**src/rtl/seq_sched_pkg.sv**
```systemverilog
// Shared types and constants for the sequence step scheduler.
// SEQ_SCHED_LOOP_EN selects endless auto rotation instead of a single pass.
package seq_sched_pkg;

   typedef enum logic [2:0] {
      StIdle,
      StClear,
      StRun,
      StSwitch,
      StDone
   } sched_state_e;

   localparam logic [2:0] SEQ_SQRS = 3'd0;
   localparam logic [2:0] SEQ_EXP3 = 3'd1;
   localparam logic [2:0] SEQ_TRI  = 3'd2;
   localparam logic [2:0] SEQ_FIB  = 3'd3;
   localparam logic [2:0] SEQ_PELL = 3'd4;
   localparam logic [2:0] SEQ_LUC  = 3'd5;
   localparam logic [2:0] SEQ_PAD  = 3'd6;
   localparam logic [2:0] SEQ_SYLV = 3'd7;

`ifdef SEQ_SCHED_LOOP_EN
   localparam bit LOOP_EN = 1'b1;
`else
   localparam bit LOOP_EN = 1'b0;
`endif

endpackage

```
**src/rtl/seq_next_sel.sv**
```systemverilog
// Rotating-priority finder: first set mask bit strictly after idx_i, with idx_i itself last.
// wrapped_o flags a hit at or below idx_i, i.e. the search passed the top index.
module seq_next_sel #(
   parameter int unsigned NUM_SEQ = 8,
   parameter int unsigned SEL_W   = 3
) (
   input  logic [NUM_SEQ-1:0] mask_i,
   input  logic [SEL_W-1:0]   idx_i,
   output logic               found_o,
   output logic [SEL_W-1:0]   next_o,
   output logic               wrapped_o
);

   logic [SEL_W-1:0] cand;

   always_comb begin
      found_o   = 1'b0;
      next_o    = idx_i;
      wrapped_o = 1'b0;
      cand      = '0;
      // k == NUM_SEQ truncates to offset 0, so the current index is tried last
      for (int unsigned k = 1; k <= NUM_SEQ; k++) begin
         cand = idx_i + SEL_W'(k);
         if (!found_o && mask_i[cand]) begin
            found_o   = 1'b1;
            next_o    = cand;
            wrapped_o = (cand <= idx_i);
         end
      end
   end

endmodule

```
**src/rtl/seq_step_scheduler.sv**
```systemverilog
// Sequences the eight term generators: select, one-cycle clear and tick-gated step strobe.
// Define SEQ_SCHED_LOOP_EN to make auto mode rotate forever instead of stopping in DONE.
module seq_step_scheduler
   import seq_sched_pkg::*;
#(
   parameter int unsigned NUM_SEQ = 8,
   parameter int unsigned SEL_W   = 3,
   parameter int unsigned TERM_W  = 8
) (
   input  logic               clk,
   input  logic               rst_n,
   input  logic               tick_i,
   input  logic               start_i,
   input  logic               stop_i,
   input  logic               auto_mode_i,
   input  logic [SEL_W-1:0]   manual_sel_i,
   input  logic [NUM_SEQ-1:0] enable_mask_i,
   input  logic [TERM_W-1:0]  terms_i,
   output logic [SEL_W-1:0]   sel_o,
   output logic               gen_clr_o,
   output logic               step_en_o,
   output logic [TERM_W-1:0]  term_idx_o,
   output logic               seq_switch_o,
   output logic               busy_o,
   output logic               done_o
);

   sched_state_e state_q, state_d;

   logic [SEL_W-1:0]  sel_q, sel_d;
   logic [TERM_W-1:0] term_idx_q, term_idx_d;
   logic              gen_clr_q, gen_clr_d;
   logic              step_en_q, step_en_d;
   logic              seq_switch_q, seq_switch_d;
   logic              busy_q, busy_d;
   logic              done_q, done_d;
   logic              auto_q, auto_d;

   logic [SEL_W-1:0]  find_idx;
   logic              find_found;
   logic [SEL_W-1:0]  find_next;
   logic              find_wrapped;

   // Searching after the top index yields the lowest set bit, which is what start needs
   assign find_idx = (state_q == StSwitch) ? sel_q : SEL_W'(NUM_SEQ - 1);

   seq_next_sel #(
      .NUM_SEQ (NUM_SEQ),
      .SEL_W   (SEL_W)
   ) u_next_sel (
      .mask_i    (enable_mask_i),
      .idx_i     (find_idx),
      .found_o   (find_found),
      .next_o    (find_next),
      .wrapped_o (find_wrapped)
   );

   always_comb begin
      state_d    = state_q;
      sel_d      = sel_q;
      term_idx_d = term_idx_q;
      auto_d     = auto_q;
      step_en_d  = 1'b0;

      unique case (state_q)
         StIdle, StDone: begin
            if (start_i) begin
               if (!auto_mode_i) begin
                  sel_d   = manual_sel_i;
                  auto_d  = 1'b0;
                  state_d = StClear;
               end else if (find_found) begin
                  sel_d   = find_next;
                  auto_d  = 1'b1;
                  state_d = StClear;
               end
            end
         end

         StClear: begin
            state_d = StRun;
         end

         StRun: begin
            if (!auto_q && (manual_sel_i != sel_q)) begin
               sel_d   = manual_sel_i;
               state_d = StClear;
            end else if (tick_i) begin
               step_en_d  = 1'b1;
               term_idx_d = term_idx_q + TERM_W'(1);
               // terms == 0 matches when the counter wraps, giving 2^TERM_W terms
               if (auto_q && (term_idx_d == terms_i)) begin
                  state_d = StSwitch;
               end
            end
         end

         StSwitch: begin
            if (!find_found) begin
               state_d = StIdle;
            end else if (find_wrapped && !LOOP_EN) begin
               state_d = StDone;
            end else begin
               sel_d   = find_next;
               state_d = StClear;
            end
         end

         default: begin
            state_d = StIdle;
         end
      endcase

      if (state_d == StClear) begin
         term_idx_d = '0;
      end

      if (stop_i) begin
         state_d    = StIdle;
         sel_d      = sel_q;
         term_idx_d = term_idx_q;
         auto_d     = auto_q;
         step_en_d  = 1'b0;
      end

      gen_clr_d    = (state_d == StClear);
      seq_switch_d = (state_d == StSwitch);
      busy_d       = (state_d == StClear) || (state_d == StRun) || (state_d == StSwitch);
      done_d       = (state_d == StDone);
   end

   always_ff @(posedge clk or negedge rst_n) begin
      if (!rst_n) begin
         state_q      <= StIdle;
         sel_q        <= '0;
         term_idx_q   <= '0;
         gen_clr_q    <= 1'b0;
         step_en_q    <= 1'b0;
         seq_switch_q <= 1'b0;
         busy_q       <= 1'b0;
         done_q       <= 1'b0;
         auto_q       <= 1'b0;
      end else begin
         state_q      <= state_d;
         sel_q        <= sel_d;
         term_idx_q   <= term_idx_d;
         gen_clr_q    <= gen_clr_d;
         step_en_q    <= step_en_d;
         seq_switch_q <= seq_switch_d;
         busy_q       <= busy_d;
         done_q       <= done_d;
         auto_q       <= auto_d;
      end
   end

   assign sel_o        = sel_q;
   assign gen_clr_o    = gen_clr_q;
   assign step_en_o    = step_en_q;
   assign term_idx_o   = term_idx_q;
   assign seq_switch_o = seq_switch_q;
   assign busy_o       = busy_q;
   assign done_o       = done_q;

endmodule
```
**config.mk**
```make
export PLATFORM = sky130hd
export DESIGN_NAME = seq_step_scheduler
export DESIGN_NICKNAME = d
export VERILOG_FILES = /design/src/rtl/seq_sched_pkg.sv /design/src/rtl/seq_next_sel.sv /design/src/rtl/seq_step_scheduler.sv
export SDC_FILE = /design/constraint.sdc
export NUM_CORES = 1
export LEC_CHECK = 0
export CORE_MARGIN = 3
export CORE_UTILIZATION = 50
export CTS_BUF_LIST = sky130_fd_sc_hd__clkbuf_16
export CTS_CLUSTER_DIAMETER = 30
export DETAILED_ROUTE_END_ITERATION = 16
export PLACE_DENSITY = 0.75
export SLEW_MARGIN = 40
export SYNTH_ARGS = -nofsm -noshare
export SYNTH_HDL_FRONTEND = slang
export SYNTH_SLANG_ARGS = --single-unit
```
**constraint.sdc**
```tcl
create_clock -name clk -period 5.1 [get_ports clk]
set_clock_uncertainty 0.05 [all_clocks]
set_input_delay 0.51 -clock clk [delete_from_list [all_inputs] [get_ports clk]]
set_output_delay 0.51 -clock clk [all_outputs]
set_load 0.02 [all_outputs]
```
Yosys cells after proc, flatten, opt, wreduce, memory -nomap -nowiden
Index checks and enable logic that the tools add are counted.
Widths: inputs -> output; s select.

word-level totals
  bits in registers = 20
  input port bits = 25
  output and inout bits = 16
  logic and storage cells = 147

operators by class
  $add $sub $neg = 8
  magnitude comparators = 16
  equal/unequal tests = 18
  mux-type cells = 68
  bitwise gates (word level) = 1
  reduce and logical (&&, ||, !) cells = 27

operators with widths
  cell                 count
  $mux 3               24
  $lt 3x4->1 const B   8
  $mux 8               4
  $mux 1               30
  $bmux 1 s3           8
  $le 3x3->1           8
  $add 3x3->3 const B  4
  $eq 3x2->1 const B   4
  $pmux 3 s4           1
  $eq 3x1->1 const B   3
  $logic_and 1x1->1    9
  $pmux 3 s3           1
  $add 8x1->8 const B  1
  $eq 8x8->1           1
  $logic_not 1->1      8
  $ne 2x2->1 const B   4
  $reduce_and 4->1     2
  $reduce_and 7->1     1
  $add 3x2->3 const B  2
  $eq 3x3->1 const B   2
  $ne 2x1->1 const B   2
  $reduce_bool 2->1    2
  $add 3x1->3 const B  1
  $logic_not 3->1      1
  6 further kinds      7

Depth between registers and ports, before layout
  depth in word-level cells = 35
  mapped depth = 16
  depth with buffers taken out = 12

By module
Synthesis repeated with hierarchy kept, for this count alone.

unflattened totals
  cells, all modules = 249
  area total of the unflattened synthesis = 2,372.3 um^2

modules (own cells, without submodules)
  module              instances  cells an instance  area an instance (um^2)  seq. area each (um^2)
  seq_step_scheduler  1          134                1,302.5                  500.5
  seq_next_sel        1          115                1,069.8                  0.0

Worst setup path before layout
No wires, ideal clock.

  path kind = register to register
  from = reg sel_q[0] (netlist: sel_o[0])
  to = reg sel_q[1] (netlist: sel_o[1])
  setup time = 0.127 ns
  arrival = 3.628 ns
  data required time = 4.923 ns
  setup slack = 1.295 ns
  stages on the path, launching flop included = 14
  buffers on the path = 2
  period minus slack after synthesis = 3.805 ns
  path through = dfrtp_1 > and4bb_4 > inv_2 > buf_6 > ha_1 > buf_1 > xor2_2 > mux4_2 > nor3_4 > nand3_1 > o221ai_1 > o21ai_2 > nand2_2 > mux2_1

between the ends
  cells in the longest elaborated chain, start to end = 30
  elaborated cells on any way between the ends = 83
  those cells by class = add/sub (7); order compare (8); eq/ne (5); mux (47); reduce/logical (16)

ends and longest elaborated chain
  item                          RTL line                   text
  start, declared               seq_step_scheduler.sv:30   logic [SEL_W-1:0] sel_q, sel_d;
  start signal, assigned        seq_step_scheduler.sv:145  sel_q <= sel_d;
  $mux 3                        seq_step_scheduler.sv:45   assign find_idx = (state_q == StSwitch) ? sel_q : SEL_W'(NUM_SEQ - 1);
  $add 3x1->3                   seq_next_sel.sv:23         cand = idx_i + SEL_W'(k);
  $bmux 1 s3                    seq_next_sel.sv:24         if (!found_o && mask_i[cand]) begin
  $mux 1 (not written as such)  seq_next_sel.sv:24
  $mux 1                        seq_next_sel.sv:24
  $logic_not 1->1               seq_next_sel.sv:24
  $logic_and 1x1->1             seq_next_sel.sv:24
  $mux 1                        seq_next_sel.sv:24
  [... 14 more ...]             -
  $mux 1                        seq_next_sel.sv:24
  $logic_not 1->1               seq_next_sel.sv:24
  $logic_and 1x1->1             seq_next_sel.sv:24
  $mux 3                        seq_next_sel.sv:24
  $mux 3                        seq_step_scheduler.sv:72   end else if (find_found) begin
  $mux 3                        seq_step_scheduler.sv:68   if (!auto_mode_i) begin
  $mux 3                        seq_step_scheduler.sv:67   if (start_i) begin
  $pmux 3 s3                    seq_step_scheduler.sv:65   unique case (state_q)

Parallel ways exist; a longest one is shown, timed or not. The select of a mux whose other input is x is not followed.
A chain may end at the register's enable or synchronous reset.

Worst setup path in the final report
Ends and elaborated chain as after synthesis.

==> summary.txt <==
Synthesis
  • Async SR Flop Fraction: 100.0%
  • Register area share after synthesis: 19.64%
  • Post-synthesis cell area: 0.002549 mm2
  • Primary FF master, synth: dfrtp_1
  • Yosys top cell by area: dfrtp_1
  • Synth warnings: 0
  • Gate Count Post-Synth: 311
  • Seq cells post-synth: 20
  • Distinct cell type count after synthesis: 69
  • Synth top area share: 19.64%
  • Mapped Nets: 343
  • Syn_area_per_cell: 8.195 um2
  • Post-synth EDFFs: 0
  • Synth top area cells: dfrtp_1 20%, mux2i_1 5.5%, nand2_1 5.0%

STA
  • Final Max Slew Viols: 0
  • Setup TNS: 0 ns
  • Max-slew headroom: 56.42%
  • Max Freq: 224.5 MHz
  • Final worst path period need: 4.454 ns
  • Fin. Hold Viols: 0
  • Final period util: 87.34%
  • # setup viols final: 0
  • Hold WS: 0.1452 ns
  • Slew @ Worst Pin: 0.6537 ns
  • RSZ-0062 raised after global routing: no

Clocking
  • Postcts setup bufs: 0
  • Clk buf depth: 2
  • CTS tree: done
  • Htree depth: 1
  • Clock transition at the registers of the reported paths: 0.06 ns
  • Worst-Skew Late Latency: 0.26 ns
  • Cts bufs inserted: 3
  • Clock Sinks: 20
  • Hold Buf Count CTS: 0
  • Post-CTS Resized: 0
  • Clock root cell: clkbuf_16

Detailed routing
  • DRT Pass-1 Iters: 5
  • Initial DRC count: 179
  • DRT Wirelength: 7475 um
  • DR WL/cell: 18.28 um
  • Via/cell ratio: 6.279
  • ANT nets after route: 0
  • DR vias: 2568
  • # DRC: 0

Critical path
  • Worst EP arrival: 4.54 ns
  • Bufs and invs on worst path: 1
  • Max incr delay on CP: 0.64 ns
  • CP top delay family: simple AND/OR/NAND/NOR gates
  • Crit path capture type: register
  • CP Launch Type: register
  • CP cell instances: and4bb_4 > inv_2 > ha_1 > xor2_2 > mux4_2 > nor3_4 > nand3_1 > o221ai_1 > o21ai_2 > nand2_2 > mux2_1
  • CP Class: reg -> reg
  • CP max-delay cell: mux4_2
  • Worst Path Max Fanout: 16
  • CP required: 5.19 ns

Power and ir drop
  • LEAKAGE: 1.199 nW
  • Power density over the cells: 262.4 mW/mm2
  • Worst vdd ir: 145.0 uV
  • Power Total: 0.8033 mW

Global route
  • Met1 usage: 35.47%
  • Total track usage: 25.41%
  • Vias in the first global route: 2400
  • Largest net degree at the start of global routing: 21
  • Grt met2 use: 40.76%
  • Overflow after GRT: 0
  • Met3 Resource Use GR: 2.320%
  • Initial antenna violation count: 0
  • Global-route wire length before repair: 12190 um
  • Most Used Layer, Global Route: met2

Job
  • Max_cap viols: 0

Layout
  • Non-filler cells, final: 409
  • Storage cell area: 500.5 um2
  • Area Overhead vs Synth: 20.13%
  • Commonest non-fill, non-tap cell in the layout: clkdlybuf4s50_1
  • Share of cells above drive strength 1: 12.87%
  • ANT cells: 0
  • Final-layout fill cell count: 464
  • Nets@finish: 375
  • Most frequent cells in the layout: 39 x clkdlybuf4s50_1, 34 x nand2_1, 20 x dfrtp_1, 18 x nor2_1, 16 x o21ai_0
  • Multi-input logic area: 0.001903 mm2

Floorplan
  • Core ar.: 0.004817 mm2
  • Die X-Extent: 77.40 um
  • Die area: 0.005990 mm2
  • IO Count: 41
  • Die height: 77.40 um
  • Starting density of the core: 52.91%
  • Rows: 25

Placement
  • I/O Buffers: 40
  • Dpl cells: 405
  • Gpl congestion: 0.9156
  • Dpl hpwl: 5923 um

Run status
  • Status: finished clean

Min path
  • Hold crit path type: in -> async
==> report_power, final <==
part	switching, mW	internal (mW)	leakage, nW
clock network	0.0610	0.156	0.0511
registers	0.0548	0.179	0.268
logic	0.190	0.163	0.879
total	0.306	0.498	1.20
==> per-layer routing <==
metal | vias up | share of wire (%)
li1 | 1229 | -
met1 | 1201 | 44
met2 | 117 | 46
met3 | 21 | 6.0
met4 | 0 | 3.1
met5 | - | 0
==> final timing paths <==
kind / start / end / slack [ns] / cells past startpoint
setup / recovery: sel_o[0]$_DFFE_PN0P_ / sel_o[1]$_DFFE_PN0P_ / 0.65 / 11
hold / removal: rst_n / term_idx_o[0]$_DFFE_PN0P_ / 0.15 / 1
setup reg to reg: sel_o[0]$_DFFE_PN0P_ / sel_o[1]$_DFFE_PN0P_ / 0.65 / 11
hold reg to reg: auto_q$_DFFE_PN0P_ / auto_q$_DFFE_PN0P_ / 0.51 / 1
max in group asynchronous: rst_n / seq_switch_o$_DFF_PN0_ / 4.54 / 1
min in group clk: auto_q$_DFFE_PN0P_ / auto_q$_DFFE_PN0P_ / 0.51 / 1
==> through the flow <==
| step | utilization [%] | cell area, um2 | setup slack, ns |
|---|---|---|---|
| 6_report | 63.56 | 3062 | 0.6459 |
| 5_1_grt | 63.56 | 3062 | 0.3432 |
| 4_1_cts | 63.56 | 3062 | 0.6379 |
| 3_5_place_dp | 61.38 | 2957 | 0.6386 |
| 3_3_place_gp | 61.48 | 2962 | 0.7979 |
| 2_1_floorplan | - | 2549 | 1.295 |
==> Yosys cell counts (4+ instances only) <==
cell type / count
a221oi_1: 4
nand3b_1: 5
ha_1: 7
nor2_1: 18
mux2i_1: 14
a211oi_1: 4
nand2_1: 34
o211ai_2: 5
and2_1: 5
a31oi_1: 5
or3_1: 6
clkbuf_1: 6
o21ai_0: 16
nand2b_1: 7
or2_2: 6
nor2b_1: 6
nand3_1: 15
mux2_2: 7
a21oi_1: 11
nor3_1: 4
xnor2_1: 8
dfrtp_1: 20
o31ai_1: 4
o211ai_1: 7
inv_1: 11
==> kinds of logic after synthesis <==
group / Yosys count / synth area share (%)
adder cells (fa/ha/maj): 7 / 3.436
AO/OA/AOI/OAI: 91 / 26.80
XOR/XNOR: 13 / 5.499
AND/OR/NAND/NOR: 124 / 26.66
buffers and inverters: 30 / 5.695
flip-flops: 20 / 19.64
multiplexers: 26 / 12.27
==> state kept, by name, indices dropped and copies added (netlist names) <==
name,flops
term_idx_o,8
sel_o,3
state_q,3
auto_q,1
busy_o,1
done_o,1
gen_clr_o,1
seq_switch_o,1
step_en_o,1
==> layout make-up <==
| class | count | share of cell area (%) |
|---|---|---|
| multi-input combinational | 261 | 62.16 |
| sequential | 20 | 16.35 |
| timing repair buffer | 42 | 13.40 |
| tap | 67 | 2.738 |
| clock buffer | 3 | 2.452 |
| inverter | 15 | 1.921 |
| clock inverter | 1 | 0.9808 |
(Power assumes the default switching activity.)
==> variant 1, RTL diff (same settings) <==
Build with the macro `SEQ_SCHED_LOOP_EN` defined.
--- a/src/rtl/seq_sched_pkg.sv
+++ b/src/rtl/seq_sched_pkg.sv
@@ -1,4 +1,6 @@
 // Shared types and constants for the sequence step scheduler.
 // SEQ_SCHED_LOOP_EN selects endless auto rotation instead of a single pass.
+`define SEQ_SCHED_LOOP_EN
+
 package seq_sched_pkg;
 
Check against the original RTL: not equivalent (a bounded check fails within 10 cycles, from zero or initial values and one cycle with rst_n low).
==> variant 1 against the unedited design <==
Wire length shrank 19%. Critical path depth shrank 1. Combinational power shrank 5%. Area after synthesis shrank 11%. Setup slack gained 0.30 ns. Sequential cell count is the same. Clock power shrank 2%. Non-clock buffer count shrank 1. Power shrank 3.2%. Cell area shrank 9.4%. Critical path type unchanged. Largest cell class unchanged. Highest routed layer unchanged.
==> variant 1: results (changes against the unedited design) <==
| Metric | Value |
|---|---|
| Crit-path max FO | 11 (was 16) |
| Post-synth top cells | nand2_1 (25), dfrtp_1 (20), a21oi_1 (19) (was nand2_1 (34), dfrtp_1 (20), nor2_1 (18)) |
| Delay-heaviest family, CP | multiplexers (was simple AND/OR/NAND/NOR gates) |
| WP data arrival | 4.29 ns (was 4.54 ns) |
| Router iterations before antenna repair | 4 (was 5) |
| Distinct cells, synth | 68 (was 69) |
| Psw | 0.285 mW (was 0.306 mW) |
| Wirelength, routed | 6.08 mm (was 7.48 mm) |
| Met1 global-route usage | 37.8% (was 35.5%) |
| Comb pwr share | 43.0% (was 43.9%) |
| First-pass GRT wire length | 9.91 mm (was 12.2 mm) |
| Routability Congestion | 1.01 (was 0.916) |
| Dpl hpwl | 4.64 mm (was 5.92 mm) |
| Syn nets | 301 (was 343) |
| Crit-path max cell delay | 0.61 ns (was 0.64 ns) |
| Fin nets | 332 (was 375) |
| Post-DP Area | 0.00267 mm2 (was 0.00296 mm2) |
| Initial DRC Count | 293 (was 179) |
| GRT Total Usage | 22.9% (was 25.4%) |
| Pleak | 1.08 nW (was 1.20 nW) |
| Placement Setup Slack | 0.993 ns (was 0.639 ns) |
| IR drop worst, VDD | 0.185 mV (was 0.145 mV) |
| Fraction of layout cells with a size suffix above 1 | 11.2% (was 12.9%) |
| Outcome | finished, final reports clean (unchanged) |
| Largest net degree at the start of global routing | 22 (was 21) |
| Worst-Margin Slew | 0.774 ns (was 0.654 ns) |
| Vias in the first global route | 2002 (was 2400) |
| R2R depth | 10 (was 11) |
| R2r endpoint | sel_o[0]$_DFFE_PN0P_ (was sel_o[1]$_DFFE_PN0P_) |
| DR vias/cell | 6.29 (was 6.28) |
| Hold Path Class | input pin to asynchronous set/reset pin (unchanged) |
| Sequential share of the synthesized area | 21.9% (was 19.6%) |
| GR Layer Usage met3 | 4.24% (was 2.32%) |
| Top cells by area, synth | dfrtp_1 (22%), mux2i_1 (6.6%), a21oi_1 (4.2%), nand2_1 (4.1%), mux2_2 (3.9%) (was dfrtp_1 (20%), mux2i_1 (5.5%), nand2_1 (5.0%), ha_1 (3.4%), o21ai_0 (3.1%)) |
==> variant 1: area by class of cell <==
cell class              count  area (um2)  share of cell area [%]
flip-flops and latches     20         500                    18.1
repair buffers             41         403                    14.5
inverters                   8        35.0                    1.26
well taps                  50        62.6                    2.26
clock inverters             1        30.0                    1.08
multi-input cells         231        1670                    60.1
clock buffers               3        75.1                    2.71
==> variant 1: logic make-up after synthesis <==
logic type / Yosys count / share of synthesized area (%)
compound gates: 88 / 27.3
xor+xnor: 18 / 7.73
buf+inv: 23 / 5.05
mux: 26 / 12.8
fa+ha+maj: 2 / 1.10
simple gates: 97 / 24.0
flops: 20 / 21.9
==> variant 1: how the worst max path moves through the flow <==
| stage | start | to | depth (start not counted) |
|---|---|---|---|
| after floorplan | state_q[2]$_DFF_PN0_ | sel_o[0]$_DFFE_PN0P_ | 11 |
| after global placement | state_q[2]$_DFF_PN0_ | sel_o[0]$_DFFE_PN0P_ | 10 |
| after detailed placement | state_q[2]$_DFF_PN0_ | sel_o[0]$_DFFE_PN0P_ | 10 |
| after CTS | state_q[2]$_DFF_PN0_ | sel_o[0]$_DFFE_PN0P_ | 10 |
| after global routing | state_q[2]$_DFF_PN0_ | term_idx_o[0]$_DFFE_PN0P_ | 11 |
| final | state_q[2]$_DFF_PN0_ | sel_o[0]$_DFFE_PN0P_ | 10 |
==> variant 1: per-layer routing <==
| layer | vias to the layer above | wire length, um |
|---|---|---|
| met5 | - | 0 |
| met2 | 90 | 2600 |
| li1 | 1098 | - |
| met4 | 0 | 40 |
| met1 | 1031 | 2990 |
| met3 | 8 | 454 |
==> variant 1: per-stage QoR <==
stage	hold WS, ns	cells
3_3_place_gp	0.483	350
5_1_grt	0.188	354
3_5_place_dp	0.428	350
4_1_cts	0.161	354
6_report	0.144	354
2_1_floorplan	0.164	274
==> variant 2, RTL diff (config.mk and constraints unchanged) <==
Without the edit above. Register the input `terms_i` before use. The logic sees it one clock later. The other inputs are not delayed to match.
--- a/src/rtl/seq_step_scheduler.sv
+++ b/src/rtl/seq_step_scheduler.sv
@@ -25,4 +25,10 @@
    output logic               done_o
 );
+
+   logic [TERM_W-1:0] terms_q;
+
+   always_ff @(posedge clk) begin
+      terms_q <= terms_i;
+   end
 
    sched_state_e state_q, state_d;
@@ -90,5 +96,5 @@
                term_idx_d = term_idx_q + TERM_W'(1);
                // terms == 0 matches when the counter wraps, giving 2^TERM_W terms
-               if (auto_q && (term_idx_d == terms_i)) begin
+               if (auto_q && (term_idx_d == terms_q)) begin
                   state_d = StSwitch;
                end
Function: changed (Yosys sat finds a counterexample within 4 cycles, from zero or initial values and one cycle with rst_n low).
==> variant 2 against the unedited design <==
Sequential cell count increased by 8. Die area decreased by 0.18%. Power increased by 5.3%. Count of clock-buffer cells in the layout unchanged. Setup slack improved by 0.22 ns. Wire length decreased by 4.1%. Cell area decreased by 0.74%. Area after synthesis decreased by 0.20%. Largest cell class unchanged. Largest power group unchanged.
==> variant 2: results (changes against the unedited design) <==
| Metric | Value |
|---|---|
| Outcome | finished, final reports clean (unchanged) |
| Wirelength, routed | 7.17 mm (was 7.48 mm) |
| Synth top area share | 19.7% (was 19.6%) |
| Fin nets | 354 (was 375) |
| Clock buffer depth | 2 (unchanged) |
| Post-synth ARST share | 71.4% (was 100%) |
| Dpl hpwl | 5.57 mm (was 5.92 mm) |
| Worst skew pair latency | 0.26 ns (about the same) |
| Pleak | 1.21 nW (was 1.20 nW) |
| Reg2reg setup slack | 0.87 ns (was 0.65 ns) |
| Clk slew on worst S/H paths | approximately 0.070 ns |
| # fillers | 417 (was 464) |
| Ys Warns | 0 (unchanged) |
| Routability Congestion | 0.991 (was 0.916) |
| Post-synth top cells | nand2_1 (26), o21ai_0 (26), dfrtp_1 (20) (was nand2_1 (34), dfrtp_1 (20), nor2_1 (18)) |
| Worst-Margin Slew | 0.607 ns (was 0.654 ns) |
| Distinct cells, synth | 67 (was 69) |
| First-pass GRT wire length | 11.9 mm (was 12.2 mm) |
| Router iterations before antenna repair | 4 (was 5) |
| Sequential share of the synthesized area | 26.0% (was 19.6%) |
| GRT Total Usage | 24.8% (was 25.4%) |
| IR drop worst, VDD | 0.217 mV (was 0.145 mV) |
| DR vias | 2471 (was 2568) |
| Top cells by area, synth | dfrtp_1 (20%), dfxtp_1 (6.3%), mux4_2 (6.2%), o21ai_0 (5.1%), xnor2_1 (4.5%) (was dfrtp_1 (20%), mux2i_1 (5.5%), nand2_1 (5.0%), ha_1 (3.4%), o21ai_0 (3.1%)) |
| WP data arrival | 4.33 ns (was 4.54 ns) |
| Syn nets | 319 (was 343) |
| Initial DRC Count | 362 (was 179) |
| Fraction of layout cells with a size suffix above 1 | 10.6% (was 12.9%) |
## variant 2: cell count changes in the layout (fill, tap and decap cells not counted), moves of 5 or more
cell	unedited run	this run
o21ai_0	16	26
dfxtp_1	0	8
nand2_1	34	26
inv_1	11	17
nand2b_1	7	1
nand3b_1	5	0
o211ai_1	7	2
o211ai_2	5	0
xnor2_1	8	13
## variant 2: area by class of cell
type | count | share of cell area (%)
Clock buffer | 3 | 2.47
Clock inverter | 1 | 0.124
Inverter | 19 | 2.35
Multi-Input combinational cell | 230 | 57.6
Sequential cell | 28 | 21.7
Tap cell | 67 | 2.76
Timing Repair Buffer | 40 | 13.0
## variant 2: cells by family (layout without fill, tap and decap cells)
group,after synthesis,in the layout,share of synthesized area (%)
mux,27,27,15.1
fa+ha+maj,7,7,3.44
xor+xnor,18,18,6.94
flops,28,28,26.0
buf+inv,29,63,5.26
compound gates,89,89,25.6
simple gates,89,89,17.7
## variant 2: how the worst max path moves through the flow
stage                           endpoint
finish              sel_o[1]$_DFFE_PN0P_
detailed placement  sel_o[0]$_DFFE_PN0P_
global route        sel_o[0]$_DFFE_PN0P_
global placement    sel_o[0]$_DFFE_PN0P_
floorplan           sel_o[0]$_DFFE_PN0P_
CTS                 sel_o[1]$_DFFE_PN0P_
## variant 2: layer usage
metal	up-vias	wire length (um)	track usage, %
li1	1142	-	-
met1	1179	3350	37.8
met2	137	3060	35.3
met3	13	649	5.63
met4	0	104	5.87
met5	-	0	0
## variant 2: power by group
part           switching [mW]  total (mW)  leakage (nW)  internal (mW)
clock                  0.0731       0.178        0.0385          0.105
combinational           0.193       0.367         0.839          0.174
sequential             0.0554       0.300         0.335          0.245
total                   0.322       0.846          1.21          0.524
## variant 2: per-stage QoR
step | worst slack, ns | utilization, % | instance area [um2] | std cells | hold WS [ns]
finish | 0.869 | 63.1 | 3040 | 388 | 0.137
detailed placement | 0.866 | 61.5 | 2960 | 384 | 0.425
CTS | 0.867 | 63.1 | 3040 | 388 | 0.150
global placement | 0.976 | 61.6 | 2970 | 384 | 0.518
floorplan | 1.46 | - | 2540 | 287 | 0.164
global route | 0.607 | 63.1 | 3040 | 388 | 0.158
